==> config.mk <==
export PLATFORM = sky130hd
export DESIGN_NAME = register_dump_controller
export DESIGN_NICKNAME = d
export VERILOG_FILES = /design/src/rtl/register_dump_controller_pkg.sv /design/src/rtl/register_dump_controller_serializer.sv /design/src/rtl/register_dump_controller.sv
export SDC_FILE = /design/constraint.sdc
export NUM_CORES = 1
export LEC_CHECK = 0
export ABC_AREA = 1
export BUFFER_PORTS_ARGS = -buffer_cell sky130_fd_sc_hd__clkbuf_2
export CAP_MARGIN = 25
export CORE_MARGIN = 4
export CORE_UTILIZATION = 53
export DETAILED_ROUTE_END_ITERATION = 8
export HOLD_SLACK_MARGIN = 0.03
export PLACE_DENSITY_LB_ADDON = 0.08
export SYNTH_ARGS = -nofsm -noshare
export SYNTH_HDL_FRONTEND = slang
export SYNTH_SLANG_ARGS = --single-unit
==> constraint.sdc <==
create_clock -name clock -period 2.55 [get_ports clock]
set_input_delay 0.255 -clock clock [delete_from_list [all_inputs] [get_ports clock]]
set_output_delay 0.255 -clock clock [all_outputs]
set_load 0.02 [all_outputs]
==> src/rtl/register_dump_controller_pkg.sv <==
// rtl/register_dump_controller_pkg.sv - shared states and frame constants for the register dump controller
package register_dump_controller_pkg;

    localparam logic [2:0] ST_IDLE      = 3'd0;
    localparam logic [2:0] ST_HALT_WAIT = 3'd1;
    localparam logic [2:0] ST_SEND_HDR  = 3'd2;
    localparam logic [2:0] ST_LOAD_REG  = 3'd3;
    localparam logic [2:0] ST_SEND_REG  = 3'd4;
    localparam logic [2:0] ST_SEND_PC   = 3'd5;
    localparam logic [2:0] ST_RELEASE   = 3'd6;

    localparam logic [7:0] HEADER_BYTE_DEFAULT = 8'hA5;
    localparam int         REG_BYTES           = 4;
    localparam int         PC_BYTES            = 2;

    function automatic int frame_len(input int num_regs, input int send_pc);
        return 1 + REG_BYTES * num_regs + PC_BYTES * send_pc;
    endfunction

endpackage

==> src/rtl/register_dump_controller_serializer.sv <==
// rtl/register_dump_controller_serializer.sv - 32-bit MSB-first byte serializer with byte counter
module dump_byte_serializer (
    input  logic        clock,
    input  logic        reset_n,
    input  logic        load_i,
    input  logic [31:0] load_data_i,
    input  logic        shift_i,
    input  logic [1:0]  last_cnt_i,
    output logic [7:0]  byte_o,
    output logic        last_byte_o
);

    logic [31:0] shreg_q;
    logic [1:0]  cnt_q;

    // A load wins over a shift so the final byte of one word can hand over to the next word in one edge.
    always_ff @(posedge clock or negedge reset_n) begin
        if (!reset_n) begin
            shreg_q <= '0;
            cnt_q   <= '0;
        end else if (load_i) begin
            shreg_q <= load_data_i;
            cnt_q   <= '0;
        end else if (shift_i) begin
            shreg_q <= {shreg_q[23:0], 8'h00};
            if (cnt_q != 2'd3) begin
                cnt_q <= cnt_q + 2'd1;
            end
        end
    end

    assign byte_o      = shreg_q[31:24];
    assign last_byte_o = (cnt_q == last_cnt_i);

endmodule

==> src/rtl/register_dump_controller.sv <==
// rtl/register_dump_controller.sv - halts the pipeline and streams header, register file and PC bytes to UART
import register_dump_controller_pkg::*;

module register_dump_controller #(
    parameter int         NUM_REGS    = 32,
    parameter logic [7:0] HEADER_BYTE = HEADER_BYTE_DEFAULT,
    parameter bit         SEND_PC     = 1'b1
) (
    input  logic        clock,
    input  logic        reset_n,
    input  logic        dump_req,
    input  logic        halt_ack,
    input  logic [31:0] reg_data,
    input  logic [10:0] pc_value,
    input  logic        tx_ready,
    output logic        halt,
    output logic [4:0]  reg_sel,
    output logic [7:0]  tx_data,
    output logic        tx_valid,
    output logic        busy,
    output logic        done
);

    localparam logic [4:0] LAST_IDX = 5'(NUM_REGS - 1);

    logic [2:0]  state_q, state_d;
    logic [4:0]  idx_q, idx_d;
    logic        xfer;
    logic        ser_load;
    logic [31:0] ser_data;
    logic        ser_shift;
    logic [1:0]  ser_last_cnt;
    logic [7:0]  ser_byte;
    logic        ser_last;
    logic        sending;

    assign sending = (state_q == ST_SEND_REG) || (state_q == ST_SEND_PC);
    assign xfer    = tx_valid && tx_ready;

    always_comb begin
        state_d  = state_q;
        idx_d    = idx_q;
        ser_load = 1'b0;
        ser_data = reg_data;
        case (state_q)
            ST_IDLE:      if (dump_req) state_d = ST_HALT_WAIT;
            ST_HALT_WAIT: if (halt_ack) state_d = ST_SEND_HDR;
            ST_SEND_HDR: begin
                if (xfer) begin
                    idx_d   = '0;
                    state_d = ST_LOAD_REG;
                end
            end
            ST_LOAD_REG: begin
                ser_load = 1'b1;
                state_d  = ST_SEND_REG;
            end
            ST_SEND_REG: begin
                if (xfer && ser_last) begin
                    if (idx_q == LAST_IDX) begin
                        if (SEND_PC) begin
                            // PC goes left-aligned so the serializer emits {5'b0,pc[10:8]} then pc[7:0].
                            ser_load = 1'b1;
                            ser_data = {5'b0, pc_value, 16'h0000};
                            state_d  = ST_SEND_PC;
                        end else begin
                            state_d = ST_RELEASE;
                        end
                    end else begin
                        idx_d   = idx_q + 5'd1;
                        state_d = ST_LOAD_REG;
                    end
                end
            end
            ST_SEND_PC:   if (xfer && ser_last) state_d = ST_RELEASE;
            ST_RELEASE:   state_d = ST_IDLE;
            default:      state_d = ST_IDLE;
        endcase
    end

    always_ff @(posedge clock or negedge reset_n) begin
        if (!reset_n) begin
            state_q <= ST_IDLE;
            idx_q   <= '0;
        end else begin
            state_q <= state_d;
            idx_q   <= idx_d;
        end
    end

    assign ser_shift    = xfer && sending;
    assign ser_last_cnt = (state_q == ST_SEND_PC) ? 2'd1 : 2'd3;

    dump_byte_serializer u_ser (
        .clock       (clock),
        .reset_n     (reset_n),
        .load_i      (ser_load),
        .load_data_i (ser_data),
        .shift_i     (ser_shift),
        .last_cnt_i  (ser_last_cnt),
        .byte_o      (ser_byte),
        .last_byte_o (ser_last)
    );

    // All outputs decode from registered state, so an asynchronous reset clears them at once.
    assign halt     = (state_q == ST_HALT_WAIT) || (state_q == ST_SEND_HDR) ||
                      (state_q == ST_LOAD_REG) || sending;
    assign busy     = halt;
    assign done     = (state_q == ST_RELEASE);
    assign tx_valid = (state_q == ST_SEND_HDR) || sending;
    assign tx_data  = (state_q == ST_SEND_HDR) ? HEADER_BYTE : (sending ? ser_byte : 8'h00);
    assign reg_sel  = idx_q;

endmodule

==> impl_metrics.json <==
{
  "rr_startpoint": "reg_sel[0]",
  "required_ps": 2740,
  "finalHoldViolCount": 0,
  "outcome": "finished, final reports clean",
  "detail-route-antenna-nets": 0,
  "clock_latency_ps": 300,
  "post_cts_buffers": 0,
  "path_class": "flip-flop to flip-flop",
  "ctsHtreeMaxLevel": 2,
  "maxCapViolCount": 0,
  "route.detailed.drc": 0,
  "grt_pass1_vias": 2221,
  "tightest_slew_ps": 545.6,
  "die_area_um2": 5838,
  "root_buffer": "clkbuf_8",
  "ir_drop_uv": 499.3,
  "reg2reg_to": "u_ser.shreg_q[21]",
  "reg2reg_depth": 10,
  "crit_fanout": 28,
  "syn_inst": 335,
  "gp_congestion": 0.8163,
  "io_pins": 65,
  "dr.pass1.iters": 4,
  "die_h_um": 76.41,
  "ys_seq_area_share_pct": 42.38,
  "period_minus_slack_ps": 2240,
  "setup_tns_ps": 0,
  "drive_gt1_share_pct": 24.24,
  "syn-cell-area_um2": 2480,
  "cts_sinks": 42,
  "avgSynthCellArea_um2": 7.403,
  "drv_slew": 0,
  "placed_cell_area_um2": 2795,
  "dp_slack_ps": 320.6,
  "synth_flop_cell": "dfrtp_1",
  "cellPowerDensity_nw_per_um2": 1018,
  "worstPathArrival_ps": 2430,
  "leakage_nw": 1.565,
  "initial_core_util_pct": 55.80,
  "die_w_um": 76.41,
  "synth.most_common_cell": "nand2_1",
  "vias_per_cell": 5.232,
  "synthDistinctLibCells": 30,
  "pwr-share-seq_pct": 36.2,
  "first_iter_violations": 141,
  "netlist_top_cells_area": "dfrtp_1 42%, nand2_1 18%, nand3_1 7.5%",
  "dp.final_hpwl_mm": 4.094,
  "power.switching_mw": 1.306,
  "p_sw_share_pct": 44.11,
  "netlist_top_cells_count": "119 x nand2_1, 42 x dfrtp_1, 37 x nand3_1, 28 x inv_1, 26 x o21ai_0",
  "slew_headroom_pct": 63.63,
  "synth.net_count": 386,
  "period_share_pct": 87.83,
  "max_clock_freq_ghz": 0.4465,
  "yosysWarnings": 0,
  "clk_pin_slew_ps": 80,
  "port_buffers": 64,
  "ys_ff_latch": 42,
  "grt_setup_unrepaired": "false",
  "yosysTopAreaCell": "dfrtp_1",
  "ff2ff_setup_slack_ps": 310,
  "stdcell_area_um2": 2908,
  "grt_usage_pct": 20.94,
  "clockPowerShare_pct": 18.1,
  "skew_ps": 6.733,
  "power.internal_mw": 1.654,
  "setup_ws_ps": 310.3,
  "async_reset_ff_share_pct": 100.0,
  "wire_per_inst_um": 13.09,
  "report.final.setup_viol": 0,
  "grt_pass1_wl_mm": 10.09,
  "fp.coreArea_um2": 4444,
  "postCtsResizedCells": 0,
  "synth-edff-count": 0,
  "power_frac_comb_pct": 45.6,
  "row_count": 24,
  "yosys.area.top_type_share_pct": 42.38,
  "drt-total-wl_mm": 5.863,
  "hp-class": "input port to async pin",
  "nFillCells": 404,
  "overflow": 0,
  "cts_made_buffers": 5,
  "area_growth_pct": 17.26,
  "finalNetCount": 446,
  "cp-start-kind": "flip-flop",
  "insertedDiodeCount": 0,
  "vias": 2344,
  "cts_tree": "done",
  "antenna_found_initial": 0,
  "ctsLongestPathBuffers": 2,
  "grt_max_degree": 43,
  "end_kind": "flip-flop",
  "cts_hold_buf": 0
}
## cells in the final DEF (no fill, tap or decap), types with 8 or more instances in the layout
cell type,count
nand2_1,119
clkbuf_2,64
dfrtp_1,42
nand3_1,37
inv_1,28
o21ai_0,26
nor2_1,11
o211ai_1,8
## logic make-up after synthesis
kind of cell / after synthesis / share of synthesized area, %
compound gates: 46 / 10.29
fa+ha+maj: 3 / 1.514
flops: 42 / 42.38
simple gates: 192 / 35.47
xor+xnor: 3 / 1.060
buf+inv: 49 / 9.284
## cell type report
class,instances,area [um2],share of cell area [%]
multi-input combinational,244,1199,41.22
clock buffer,5,68.82,2.367
timing repair buffer,68,350.3,12.05
sequential,42,1051,36.14
inverter,34,130.1,4.475
clock inverter,3,43.79,1.506
tap,52,65.06,2.238
## through the flow
stage                     utilization, %  hold WS (ps)  cells  power, mW
after CTS                          65.43         32.05    448      2.978
after global routing               65.43         69.86    448      3.237
after floorplan                        -        -40.59    335      2.138
final                              65.43         21.30    448      2.960
after global placement             62.89         358.9    440      2.404
after detailed placement           62.89         349.8    440      2.432
## layer usage
layer  global-route usage, %  routed length, um  vias to the layer above
met4                   7.246                 63                        0
met3                   3.664                348                        7
met2                   34.09               2796                       62
li1                        -                  -                     1198
met5                       0                  0                        -
met1                   28.09               2655                     1077
## power by group through the flow
stage                     Combinational, mW  Clock [mW]  Sequential, mW
after floorplan                        1.11           0            1.03
after global placement                 1.32           0            1.08
after detailed placement               1.35           0            1.08
after CTS                              1.36       0.548            1.07
after global routing                   1.55       0.581            1.10
final                                  1.35       0.536            1.07
## state kept, by name, summed over array words and instances (netlist names)
register / count
state_q: 3
u_ser.cnt_q: 2
u_ser.shreg_q: 32
reg_sel: 5
## worst max path at each step
stage / from / end / cells past startpoint
CTS: reg_sel[0] / u_ser.shreg_q[25] / 10
global route: reg_sel[0] / u_ser.shreg_q[24] / 10
global placement: reg_sel[0] / u_ser.shreg_q[30] / 10
finish: reg_sel[0] / u_ser.shreg_q[21] / 10
floorplan: reg_sel[0] / u_ser.shreg_q[17] / 11
detailed placement: reg_sel[0] / u_ser.shreg_q[28] / 10
## critical path: stages (launching register included)
cell and delay [ps]:
dfrtp_1 410, ha_1 190, and3_1 160, ha_1 200
inv_1 90, nor3_4 240, nand3_4 200, nand3_4 280
inv_2 190, nand2_1 110, nand2_1 50
(Power assumes the default switching activity.)
